===== src/rtl/fp128_cmp_cond_pipe.sv =====
// Condition-select and exception stage behind the 128-bit FP compare unit.
// Picks one predicate bit, flags invalid/illegal-cond, and keeps sticky status flags.
module fp128_cmp_cond_pipe #(
    parameter int unsigned TAGW = 6,
    parameter bit          LAT2 = 1'b1
) (
    input  logic            clk,
    input  logic            rst,
    input  logic            in_valid,
    output logic            in_ready,
    input  logic [15:0]     in_cmp,
    input  logic            in_snan,
    input  logic [3:0]      in_cond,
    input  logic            in_sig,
    input  logic [TAGW-1:0] in_tag,
    output logic            out_valid,
    input  logic            out_ready,
    output logic            out_res,
    output logic            out_inv,
    output logic            out_ill,
    output logic [TAGW-1:0] out_tag,
    input  logic            clr_flags,
    output logic            flag_inv,
    output logic            flag_ill
);

    function automatic logic is_reserved(input logic [3:0] cond);
        logic r;
        case (cond)
            4'd5, 4'd6, 4'd7, 4'd13, 4'd14, 4'd15: r = 1'b1;
            default:                               r = 1'b0;
        endcase
        return r;
    endfunction

    logic            c_res;
    logic            c_inv;
    logic            c_ill;

    always_comb begin
        c_ill = is_reserved(in_cond);
        c_res = c_ill ? 1'b0 : in_cmp[in_cond];
        // bit 4 of the compare vector is the unordered indication
        c_inv = in_snan | (in_sig & in_cmp[4]);
    end

    logic            adv2;
    logic            src_valid;
    logic            src_res;
    logic            src_inv;
    logic            src_ill;
    logic [TAGW-1:0] src_tag;

    assign adv2 = !out_valid || out_ready;

    generate
        if (LAT2) begin : g_s1
            logic            s1_valid;
            logic            s1_res;
            logic            s1_inv;
            logic            s1_ill;
            logic [TAGW-1:0] s1_tag;
            logic            accept;

            assign in_ready = !s1_valid || adv2;
            assign accept   = in_valid && in_ready;

            always_ff @(posedge clk or posedge rst) begin
                if (rst) begin
                    s1_valid <= 1'b0;
                    s1_res   <= 1'b0;
                    s1_inv   <= 1'b0;
                    s1_ill   <= 1'b0;
                    s1_tag   <= '0;
                end else begin
                    if (accept) begin
                        s1_valid <= 1'b1;
                        s1_res   <= c_res;
                        s1_inv   <= c_inv;
                        s1_ill   <= c_ill;
                        s1_tag   <= in_tag;
                    end else if (adv2) begin
                        s1_valid <= 1'b0;
                    end
                end
            end

            assign src_valid = s1_valid;
            assign src_res   = s1_res;
            assign src_inv   = s1_inv;
            assign src_ill   = s1_ill;
            assign src_tag   = s1_tag;
        end else begin : g_no_s1
            assign in_ready  = adv2;
            assign src_valid = in_valid;
            assign src_res   = c_res;
            assign src_inv   = c_inv;
            assign src_ill   = c_ill;
            assign src_tag   = in_tag;
        end
    endgenerate

    logic enter_s2;
    logic flag_inv_d;
    logic flag_ill_d;

    assign enter_s2 = adv2 && src_valid;

    always_ff @(posedge clk or posedge rst) begin
        if (rst) begin
            out_valid <= 1'b0;
            out_res   <= 1'b0;
            out_inv   <= 1'b0;
            out_ill   <= 1'b0;
            out_tag   <= '0;
        end else if (adv2) begin
            out_valid <= src_valid;
            // Fields only move with a real op so they stay meaningful after drain.
            if (src_valid) begin
                out_res <= src_res;
                out_inv <= src_inv;
                out_ill <= src_ill;
                out_tag <= src_tag;
            end
        end
    end

    // A set in the same cycle as a clear takes priority.
    always_comb begin
        flag_inv_d = flag_inv && !clr_flags;
        flag_ill_d = flag_ill && !clr_flags;
        if (enter_s2 && src_inv) flag_inv_d = 1'b1;
        if (enter_s2 && src_ill) flag_ill_d = 1'b1;
    end

    always_ff @(posedge clk or posedge rst) begin
        if (rst) begin
            flag_inv <= 1'b0;
            flag_ill <= 1'b0;
        end else begin
            flag_inv <= flag_inv_d;
            flag_ill <= flag_ill_d;
        end
    end

endmodule


===== config.mk =====
export PLATFORM = sky130hd
export DESIGN_NAME = fp128_cmp_cond_pipe
export DESIGN_NICKNAME = d
export VERILOG_FILES = /design/src/rtl/fp128_cmp_cond_pipe.sv
export SDC_FILE = /design/constraint.sdc
export NUM_CORES = 1
export LEC_CHECK = 0
export ABC_AREA = 0
export CAP_MARGIN = 25
export CORE_ASPECT_RATIO = 0.8
export CORE_MARGIN = 2
export CORE_UTILIZATION = 51
export DETAILED_ROUTE_END_ITERATION = 12
export DONT_BUFFER_PORTS = 1
export PLACE_DENSITY = 0.75
export RECOVER_POWER = 100
export SKIP_CTS_REPAIR_TIMING = 1
export SLEW_MARGIN = 10
export SYNTH_ARGS = -nofsm -noshare
export SYNTH_HDL_FRONTEND = slang
export SYNTH_SLANG_ARGS = --single-unit
export TNS_END_PERCENT = 1

===== constraint.sdc =====
create_clock -name clk -period 2.2 [get_ports clk]
set_clock_uncertainty 0.05 [all_clocks]
set_input_delay 0.44 -clock clk [delete_from_list [all_inputs] [get_ports clk]]
set_output_delay 0.44 -clock clk [all_outputs]
set_load 0.005 [all_outputs]

==> results.toml, run 1 <==
[outcome]
outcome = "completed"

[placed_design]
dp.cells = 95
hpwl_um = 1220
dpl_cell_area_sq_um = 956
portBuffers = 0
dp_worst_setup_slack_ns = 0.593
gp_congestion = 0.636

[floorplanning]
die_width_um = 52.1
num_rows = 13
ios = 46
initial_core_util = 0.564
design.core.area_sq_um = 1680
die_y_um = 42.5
dieArea_sq_um = 2210

[pwr]
p_total_uw = 805
ir_drop_v = 0.000562
leakagePower_nw = 0.431
powerDensity_nw_per_um2 = 822

[worst_setup_path]
cp-startpoint = "g_s1.s1_valid$_DFFE_PP0P_"
cp-end-kind = "register"
arrival_ns = 1.65
worstReg2RegEnd = "g_s1.s1_tag[2]$_DFFE_PP0P_"
worst-path-max-fanout = 12
required_ns = 2.33
reg2reg_from = "g_s1.s1_valid$_DFFE_PP0P_"
critPathLaunchType = "register"
endpoint = "g_s1.s1_tag[2]$_DFFE_PP0P_"
path_class = "reg2reg"
reg2reg_depth = 3
r2r_setup_slack_ns = 0.68

[clock_tree]
cts-root-buf = "clkbuf_4"
path_clk_slew_ns = 0.10
cts_tree = "done"
clk_latency_ns = 0.29
cts_buffer_depth = 2
cts_buffers = 3
clock-sinks = 22
htree_levels = 1

[route]
viasPerCell = 5.58
vias = 547
wl_um = 1560
routedWlPerCell_um = 15.9
drc = 0
dr.pass1.iters = 2
drt_iter0_drc = 5
detail-route-antenna-nets = 0

[finish]
drive_above_1_share = 0.237
fin_area_sq_um = 978
nNetsFinal = 111
num_antenna_cells = 0
post-route-util = 0.584
fillCellCount = 147
layout_common_cells = "22 x dfrtp_1, 13 x mux2_2, 9 x nand2_1, 6 x o21ai_0"
area_growth_pct = 3.58
instances_no_fill = 98
final_common_cell = "dfrtp_1"

[timing]
fin_ws_ns = 0.684
slew_headroom = 0.465
slew_violations = 0
hold_viol = 0
max_freq_mhz = 660
tns_ns = 0
tightest_slew_ns = 0.802
min_period_over_period = 0.689
whs_ns = 0.124
setup_violations = 0
finalCriticalPeriod_ns = 1.52
grt_setup_unrepaired = "false"

[synthesis]
synthesis.nets = 108
ys_warn_count = 0
syn_area_sq_um = 945
synth_area_per_cell_sq_um = 12.6
synthCells = 75
synth.distinct_cells = 19
synth-seq-cells = 22
synth_seq_area_share = 0.583

[flow_run]
drv_cap = 0

[global_route]
track_usage = 0.157
grt_pass1_wl_um = 2520
antenna_found_initial = 0
grt_max_degree = 23
grt_overflow = 0
first_global_vias = 568

[min_path]
hold_path_class = "in2async"
area by class of cell:
type	instances	area [sq um]	share of cell area
Sequential cell	22	551	0.563
Inverter	4	15.0	0.0153
Tap cell	22	27.5	0.0281
Multi-Input combinational cell	47	363	0.371
Clock buffer	3	22.5	0.0230
worst max-delay path: stages (launching register included):
cell	delay, ns
dfrtp_1	0.42
nand3b_1	0.16
nand2_1	0.39
mux2_2	0.39
report_power, final:
part / switching (mW) / internal, mW / total, mW
Clock: 0.101 / 0.0637 / 0.164
Sequential: 0.0481 / 0.478 / 0.526
Combinational: 0.0483 / 0.0660 / 0.114
Total: 0.197 / 0.607 / 0.805
worst min-delay path by stage:
| stage | endpoint | slack, ns | depth (start not counted) |
|---|---|---|---|
| 2_1_floorplan | flag_ill$_DFF_PP0_ | 0.38 | 1 |
| 3_3_place_gp | g_s1.s1_ill$_DFFE_PP0P_ | 0.42 | 2 |
| 3_5_place_dp | g_s1.s1_inv$_DFFE_PP0P_ | 0.42 | 2 |
| 4_1_cts | out_tag[1]$_DFFE_PP0P_ | 0.14 | 1 |
| 5_1_grt | out_tag[1]$_DFFE_PP0P_ | 0.18 | 1 |
| 6_report | g_s1.s1_tag[5]$_DFFE_PP0P_ | 0.12 | 1 |
cells in the mapped netlist:
master | instances | area [sq um]
a21oi_1 | 2 | 10.0
a32o_1 | 1 | 10.0
a32oi_1 | 1 | 8.76
and3_1 | 1 | 6.26
buf_2 | 1 | 5.00
buf_6 | 1 | 11.3
dfrtp_1 | 22 | 551
inv_1 | 4 | 15.0
mux2_2 | 13 | 146
mux2i_1 | 1 | 10.0
mux4_2 | 2 | 45.0
nand2_1 | 9 | 33.8
nand2b_1 | 4 | 25.0
nand3_1 | 2 | 10.0
nand3b_1 | 1 | 7.51
nor2_1 | 2 | 7.51
nor3_1 | 1 | 5.00
nor3b_1 | 1 | 7.51
o21ai_0 | 6 | 30.0
routing by layer:
metal / up-vias / routed length, um / global-route usage / part of all wire
met2: 17 / 850 / 0.271 / 0.54
met1: 268 / 610 / 0.185 / 0.39
met5: - / 0 / 0 / 0
met4: 0 / 0 / 0.0158 / 0
met3: 0 / 100 / 0.0679 / 0.064
li1: 262 / - / - / -
kinds of logic (layout without fill, tap and decap cells):
logic type             after synthesis  in the layout  synth area share
multiplexers                        16             16             0.213
AND/OR/NAND/NOR                     21             21             0.109
buffers and inverters                6              7            0.0331
AO/OA/AOI/OAI                       10             10            0.0623
flip-flops                          22             22             0.583
flip-flops by register name, summed over array words and instances (netlist names):
register and count:
out_valid 1, flag_ill 1, flag_inv 1, g_s1.s1_ill 1, out_ill 1, g_s1.s1_inv 1, out_res 1, out_inv 1
g_s1.s1_valid 1, g_s1.s1_tag 6, g_s1.s1_res 1, out_tag 6
No activity file was read; power rests on OpenSTA's default activity.
==> inputs of run 2 (changes only) <==
==> constraint.sdc (replaced) <==
create_clock -name clk -period 1.4 [get_ports clk]
set_clock_uncertainty 0.05 [all_clocks]
set_input_delay 0.28 -clock clk [delete_from_list [all_inputs] [get_ports clk]]
set_output_delay 0.28 -clock clk [all_outputs]
set_load 0.005 [all_outputs]
==> results.toml, run 2 (synthesis results as in run 1) <==
[pwr]
powerDensity_nw_per_um2 = 1310
ir_drop_v = 0.000770
leakagePower_nw = 0.461

[timing]
min_period_over_period = 0.948
grt_setup_unrepaired = "true"
finalCriticalPeriod_ns = 1.33
fin_ws_ns = 0.0732
max_freq_mhz = 754
tightest_slew_ns = 0.525
whs_ns = 0.00950
setup_violations = 0
hold_viol = 0
slew_violations = 0
slew_headroom = 0.650

[route]
dr.pass1.iters = 2
drc = 0
viasPerCell = 5.58
routedWlPerCell_um = 15.3
drt_iter0_drc = 2
wl_um = 1620
vias = 592
detail-route-antenna-nets = 0

[finish]
fillCellCount = 154
num_antenna_cells = 0
nNetsFinal = 118
area_growth_pct = 9.54
layout_common_cells = "22 x dfrtp_1, 13 x mux2_2, 9 x nand2_1, 6 x o21ai_0"
drive_above_1_share = 0.274
final_common_cell = "dfrtp_1"
top_regs = "g_s1.s1_tag: 6 flops, out_tag: 6 flops"

[clock_tree]
cts-root-buf = "clkbuf_4"
cts_tree = "done"
htree_levels = 1
cts_buffers = 3
path_clk_slew_ns = 0.11
clock-sinks = 22
clk_latency_ns = 0.30
cts_buffer_depth = 2

[floorplanning]
design.core.area_sq_um = 1680
dieArea_sq_um = 2210
die_y_um = 42.5
initial_core_util = 0.564
ios = 46
num_rows = 13
die_width_um = 52.1

[placed_design]
gp_congestion = 0.640
portBuffers = 0
hpwl_um = 1250
dp_worst_setup_slack_ns = 0.0724

[global_route]
antenna_found_initial = 0
first_global_vias = 605
grt_overflow = 0
grt_max_degree = 23
track_usage = 0.168
grt_pass1_wl_um = 2660

[worst_setup_path]
path_class = "reg2reg"
required_ns = 1.54
arrival_ns = 1.47
cp-end-kind = "register"
critPathLaunchType = "register"
worst-path-max-fanout = 8

[flow_run]
drv_cap = 0

[outcome]
outcome = "completed"

[min_path]
hold_path_class = "in2reg"
-- run 2: changes by cell type in the layout (fill, tap and decap cells not counted) --
cell	change
clkbuf_2	+1
clkbuf_1	+2
buf_4	+2
buf_2	+1
clkbuf_8	+1
dlygate4sd3_1	+1
-- run 2: cell type report --
type | count | area [sq um] | area share
well taps | 22 | 27.5 | 0.0266
clock buffers | 4 | 36.3 | 0.0351
multi-input cells | 47 | 363 | 0.351
repair buffers | 7 | 42.5 | 0.0411
inverters | 4 | 15.0 | 0.0145
flip-flops and latches | 22 | 551 | 0.532
-- run 2: worst paths after layout --
check	from	to	slack, ns	cells after the start
worst max-delay path	out_valid$_DFFE_PP0P_	g_s1.s1_tag[3]$_DFFE_PP0P_	0.07	4
worst min register to register	g_s1.s1_inv$_DFFE_PP0P_	g_s1.s1_inv$_DFFE_PP0P_	0.45	2
worst min-delay path	clr_flags	flag_ill$_DFF_PP0_	0.009	1
worst max register to register	out_valid$_DFFE_PP0P_	g_s1.s1_tag[3]$_DFFE_PP0P_	0.07	4
max in group asynchronous	rst	g_s1.s1_tag[0]$_DFFE_PP0P_	0.47	3
min in group asynchronous	rst	out_tag[5]$_DFFE_PP0P_	0.47	3
-- run 2: metal layers --
| layer | routed length (um) | GRT usage |
|---|---|---|
| met3 | 121 | 0.0714 |
| met1 | 614 | 0.180 |
| met4 | 12 | 0.0474 |
| met5 | 0 | 0 |
| met2 | 868 | 0.296 |
-- run 2: power by group --
group	internal (mW)	switching (mW)	total [mW]
Clock	0.159	0.173	0.332
Combinational	0.116	0.0794	0.195
Sequential	0.751	0.0754	0.826
Total	1.03	0.328	1.35
-- run 2: worst max-delay path, cell delays in order (launching register included) --
cell	delay (ns)
dfrtp_1	0.40
nand3b_1	0.14
nand2_1	0.13
buf_4	0.16
mux2_2	0.33
-- run 2: stage by stage --
step	std cells	TNS, ns	total power, mW	util	area [sq um]
floorplan	75	0	0.984	-	945
global placement	100	0	1.03	0.593	993
detailed placement	100	0	1.04	0.593	993
CTS	104	0	1.38	0.615	1030
global route	106	-0.0265	1.43	0.618	1030
finish	106	0	1.35	0.618	1030
